## config.mk

```make
export PLATFORM = sky130hd
export DESIGN_NAME = mips32_mem_arbiter
export DESIGN_NICKNAME = d
export VERILOG_FILES = /design/src/rtl/mips32_mem_arbiter.sv
export SDC_FILE = /design/constraint.sdc
export NUM_CORES = 1
export LEC_CHECK = 0
export BUFFER_PORTS_ARGS = -buffer_cell sky130_fd_sc_hd__buf_2
export CORE_AREA = 2 2 79 81
export DETAILED_ROUTE_END_ITERATION = 16
export DIE_AREA = 0 0 81 83
export PLACE_DENSITY = 0.71
export SLEW_MARGIN = 40
export SYNTH_ARGS = -nofsm -noshare
export SYNTH_HDL_FRONTEND = slang
export SYNTH_SLANG_ARGS = --single-unit
```

## constraint.sdc

```tcl
create_clock -name clk1 -period 1.8 [get_ports clk1]
set_clock_uncertainty 0.15 [all_clocks]
set_input_delay 0 -clock clk1 [delete_from_list [all_inputs] [get_ports clk1]]
set_output_delay 0 -clock clk1 [all_outputs]
set_load 0.05 [all_outputs]
```

## src/rtl/mips32_mem_arbiter.sv

```systemverilog
// mips32_mem_arbiter
// Shares one single-port word memory between instruction fetch (IF) and the
// data stage (DM). Data accesses win contention, but a starvation counter
// forces a fetch grant after MAX_STARVE consecutive denied fetch cycles.
// Fetch returns can be squashed by a branch flush, and no fetch is granted
// while the core is halted.
module mips32_mem_arbiter #(
  parameter int ADDR_W     = 10,
  parameter int DATA_W     = 32,
  parameter int MAX_STARVE = 3
) (
  input  logic              clk1,
  input  logic              rst,
  input  logic              halted,
  input  logic              if_req,
  input  logic [ADDR_W-1:0] if_addr,
  input  logic              if_flush,
  output logic              if_gnt,
  output logic              if_rvalid,
  output logic [DATA_W-1:0] if_rdata,
  input  logic              dm_req,
  input  logic              dm_we,
  input  logic [ADDR_W-1:0] dm_addr,
  input  logic [DATA_W-1:0] dm_wdata,
  output logic              dm_gnt,
  output logic              dm_rvalid,
  output logic [DATA_W-1:0] dm_rdata,
  output logic              mem_en,
  output logic              mem_we,
  output logic [ADDR_W-1:0] mem_addr,
  output logic [DATA_W-1:0] mem_wdata,
  input  logic [DATA_W-1:0] mem_rdata
);

  localparam logic [3:0] STARVE_LIM = 4'(MAX_STARVE);

  logic [3:0] starve_cnt;
  logic       if_pend;
  logic       dm_pend;
  logic       ifv;
  logic       starved;

  // Grant selection: DM has priority unless fetch has waited its full budget.
  // Grants are held off entirely while reset is asserted.
  always_comb begin
    ifv     = if_req & ~halted;
    starved = (starve_cnt == STARVE_LIM);
    if_gnt  = 1'b0;
    dm_gnt  = 1'b0;
    if (!rst) begin
      if (ifv && (!dm_req || starved)) begin
        if_gnt = 1'b1;
      end else if (dm_req) begin
        dm_gnt = 1'b1;
      end
    end
  end

  // Memory port mux; an idle port drives all-zero address and data.
  always_comb begin
    mem_en    = if_gnt | dm_gnt;
    mem_we    = 1'b0;
    mem_addr  = '0;
    mem_wdata = '0;
    if (dm_gnt) begin
      mem_we    = dm_we;
      mem_addr  = dm_addr;
      mem_wdata = dm_wdata;
    end else if (if_gnt) begin
      mem_addr = if_addr;
    end
  end

  // Starvation counter: counts consecutive cycles a live fetch is denied.
  always_ff @(posedge clk1) begin
    if (rst) begin
      starve_cnt <= 4'd0;
    end else if (ifv && !if_gnt) begin
      if (starve_cnt != STARVE_LIM) begin
        starve_cnt <= starve_cnt + 4'd1;
      end
    end else begin
      starve_cnt <= 4'd0;
    end
  end

  // Read-return tracking; stores and flushed fetches leave nothing pending.
  always_ff @(posedge clk1) begin
    if (rst) begin
      if_pend <= 1'b0;
      dm_pend <= 1'b0;
    end else begin
      if_pend <= if_gnt & ~if_flush;
      dm_pend <= dm_gnt & ~dm_we;
    end
  end

  // Return strobes; a flush in the return cycle still squashes the fetch.
  always_comb begin
    if_rvalid = if_pend & ~if_flush & ~rst;
    dm_rvalid = dm_pend & ~rst;
    if_rdata  = mem_rdata;
    dm_rdata  = mem_rdata;
  end

endmodule

```

### Word-level counts from Yosys, hierarchy flattened

Index checks and enable logic that the tools add are counted.
Widths: inputs -> output; s select.

* shifts and indexed selects: 0
* multipliers: 0
* reduce and logical (&&, ||, !) cells: 6
* $lt $le $gt $ge: 0
* $add $sub $neg: 1
* multiplexer cells: 9
* equal/unequal tests: 2
* bitwise logic cells: 12
* divide/modulo/power cells: 0

Operators by type and width (number)
* $mux 32: 1
* $mux 10: 2
* $and 1x1->1: 6
* $mux 1: 6
* $not 1->1: 5
* $add 4x1->4 const B: 1
* $eq 4x2->1 const B: 1
* $ne 4x2->1 const B: 1
* $logic_and 1x1->1: 2
* $logic_not 1->1: 2
* $reduce_or 2->1: 1
* $logic_or 1x1->1: 1
* $or 1x1->1: 1

* bits in read-only memories: 0
* memory bits (writable): 0
* register bits: 6
* output and inout port bits: 112
* latch bits: 0
* word-level logic and storage cells: 33
* memories: 0

### Logic depth before layout (Yosys ltp)

* depth in word-level cells: 9
* depth in mapped cells: 5

### Worst setup path after synthesis

Ideal clock, no wire load.

* path type: reg2out
* from: register starve_cnt[0]
* to: output mem_addr[1]
* setup slack: -0.202 ns
* cell stages (with the launch flop): 6
* arrival time: 1.852 ns
* cells stage by stage: dfxtp_1 > ha_1 > nor3b_4 > buf_6 > o211ai_1 > a21oi_1

* cells in the longest elaborated chain, start to end: 7
* elaborated cells on any way between the ends: 9
* those cells by class: eq/ne: 1; mux: 6; reduce/logical: 2

RTL lines
* from (decl): line 37 `logic [3:0] starve_cnt;`
* from (signal assigned): line 80 `starve_cnt <= starve_cnt + 4'd1;`
* $eq 4x2->1 *: line 47 `starved = (starve_cnt == STARVE_LIM);`
* $logic_or 1x1->1 *: line 51 `if (ifv && (!dm_req || starved)) begin`
* $logic_and 1x1->1 *: line 51
* $mux 1: line 51
* $mux 1: line 50 `if (!rst) begin`
* $mux 10: line 69 `end else if (if_gnt) begin`
* $mux 10 *: line 65 `if (dm_gnt) begin`
* to (decl): line 30 `output logic [ADDR_W-1:0] mem_addr,`

Mark *: on every way between the ends. The rest lies on a longest branch, timed or not.

### Worst setup path after layout

* from: register starve_cnt[1]
* to: output mem_addr[6]

The elaborated chain is that of the path after synthesis.

==> impl_metrics.tcl <==
set metrics [dict create \
    wire_per_inst_microns 14.9 \
    hold_ws_ns 0.117 \
    period_needed_ns 1.83 \
    syn_area_sq_mm 0.00139 \
    drt_first_pass_iters 4 \
    setup_tns_ns -0.181 \
    end_kind "output pin" \
    syn_nets 259 \
    clock-sinks 6 \
    tightestPinTransition_ns 0.509 \
    reg2reg_depth 5 \
    violations "setup timing" \
    finalHoldViolCount 0 \
    setup_violations 10 \
    die_y_microns 83 \
    maxCapViolations 0 \
    path_max_fanout 8 \
    status "complete, but fails checks" \
    grt_remaining_overflow 0 \
    area_delta_synth_final_pct 56.6 \
    start_kind "flop" \
    vias 1428 \
    vdd_ir_drop_max_mv 0.249 \
    regToRegEndpoint "dm_pend" \
    drive_gt1_frac 0.862 \
    slew_headroom 0.663 \
    ys_seq_area_frac 0.0862 \
    vias_per_cell 4.43 \
    fin_ws_ns -0.0337 \
    htree_levels 1 \
    yosysTopAreaCell "buf_4" \
    grt_pass1_vias 1309 \
    drt_iter0_drc 36 \
    min_delay_path_depth 2 \
    synthCells 167 \
    wirelength_mm 4.80 \
    drc 0 \
    grt_pass1_wl_mm 6.38 \
    cp.arrival_ns 1.68 \
    ios 203 \
    cts_tree "built" \
    r2r-start "starve_cnt[1]" \
    ys_warn_count 0 \
    die_x_microns 81 \
    path_class "flop to output pin" \
    cp_slowest_cell "or3b_4" \
    worstSkewPairLatency_ns 0.22 \
    port_buffers 106 \
    ys_seq_elements 6 \
    grt_usage 0.122 \
    required_ns 1.65 \
    slowest_delay_ns 0.40 \
    fin_crit_sh 1.02 \
    synth_cell_types 30 \
    hold_class "input pin to flop" \
    start_util 0.240 \
    final_antenna_net_count 0 \
    synth_area_leaders "buf_4 34%, and2_4 18%, o211ai_2 9.0%, dfxtp_1 8.6%, o211ai_1 5.4%" \
    die_area_sq_mm 0.00672 \
    syn_avg_cell_area_sq_um 8.35 \
    cts_buffer_depth 2 \
    drv_slew 0 \
    clkTransAtPathRegs_ns 0.04 \
    synth_top_area_share 0.345 \
    grt_max_degree 36 \
    rows 28 \
    cp-endpoint "mem_addr[6]" \
    critPathLaunch "starve_cnt[1]" \
    fin_nets 341 \
    placeableCoreArea_sq_mm 0.00582 \
    antenna_cells 0 \
    grt_setup_unrepaired "true" \
    ff2ff_setup_slack_ns 0.36 \
    leakagePower_nw 1.07 \
    max_freq_mhz 545 \
    antenna_found_initial 0 \
    total_power_mw 1.15 \
    pre_cts_ws_ns 0.0406 \
    p_per_area_mw_per_mm2 525 \
    place.gp.congestion 0.741 \
    cts_root_buf "clkbuf_8" \
    cts_made_buffers 3 \
    crit_chain "ha_4, or3b_4, buf_8, o211ai_4, a21oi_2, buf_6" \
    dp.final_hpwl_mm 2.92 \
]
==> worst min-delay path by stage <==
stage                            start          end
after floorplan                  dm_we      dm_pend
after global placement    mem_rdata[1]  if_rdata[1]
after detailed placement  mem_rdata[1]  if_rdata[1]
after CTS                          rst      if_pend
after global routing      mem_rdata[9]  if_rdata[9]
final                              rst      if_pend
==> layout make-up <==
class	instances	area, sq um
Clock buffer	3	41.3
Fill cell	592	3630
Inverter	2	7.51
Multi-Input combinational cell	85	778
Sequential cell	6	123
Tap cell	75	93.8
Timing Repair Buffer	151	1140
==> synthesized netlist by cell type (all sizes together) <==
master / instances
and2b: 1
dfxtp: 6
nor2b: 2
nand3b: 1
o211ai: 20
nor3b: 2
o21ai: 1
buf: 72
nor2: 1
inv: 2
a21oi: 12
nand3: 1
xor2: 1
nand2b: 3
nor4: 2
or3b: 1
and2: 33
ha: 1
a211oi: 1
nor3: 2
clkbuf: 2
==> worst max-delay path, delay by kind of cell, from the launching register on <==
kind            cells  cell delay, ns
fa+ha+maj           1            0.15
compound gates      2            0.24
simple gates        1            0.40
flops               1            0.35
buf+inv             2            0.33
==> power breakdown <==
part | internal [mW] | leakage (nW) | switching, mW
Sequential | 0.136 | 0.0496 | 0.000941
Clock | 0.144 | 0.0216 | 0.0586
Combinational | 0.232 | 1.00 | 0.575
==> per-stage QoR <==
| stage | cells | cell area [sq um] | util |
|---|---|---|---|
| floorplan | 167 | 1430 | - |
| global placement | 280 | 1550 | 0.267 |
| detailed placement | 280 | 1550 | 0.267 |
| CTS | 320 | 2130 | 0.367 |
| global route | 322 | 2180 | 0.375 |
| finish | 322 | 2180 | 0.375 |
==> flip-flops by register name, summed over array words and instances, names as in the netlist <==
signal      count
if_pend         1
starve_cnt      4
dm_pend         1
==> per-layer routing <==
layer | vias to the layer above | global-route usage | share of wire
li1 | 655 | - | -
met1 | 681 | 0.148 | 0.39
met2 | 86 | 0.210 | 0.53
met3 | 6 | 0.0315 | 0.076
met4 | 0 | 0.0262 | 0.0060
met5 | - | 0 | 0
==> cells in the final DEF (no fill, tap or decap), types with 2 or more instances in the layout <==
master,netlist,routed
buf_4,64,6
o211ai_2,10,9
nor4_1,2,2
buf_8,0,8
and2_4,29,33
dfxtp_1,6,4
o211ai_1,10,10
dlygate4sd3_1,0,3
nor2b_1,2,2
buf_6,5,38
clkbuf_8,0,3
nor3_1,2,2
a21oi_2,0,10
buf_2,3,94
dfxtp_2,0,2
==> repair_timing <==
item,CTS,global route
hold buffers,35,0
setup endpoints to repair,43,44
pin swaps,10,8
gates cloned,0,2
endpoints found under the hold margin,70,0
gates resized for setup,61,47
setup buffers,2,0
==> kinds of logic (layout without fill, tap and decap cells) <==
group           Yosys count  count (layout)  share of synthesized area
compound gates           34              34                      0.204
xor+xnor                  1               1                    0.00628
fa+ha+maj                 1               1                    0.00898
buf+inv                  76             156                      0.407
flops                     6               6                     0.0862
simple gates             49              49                      0.288
(Power assumes the default switching activity.)
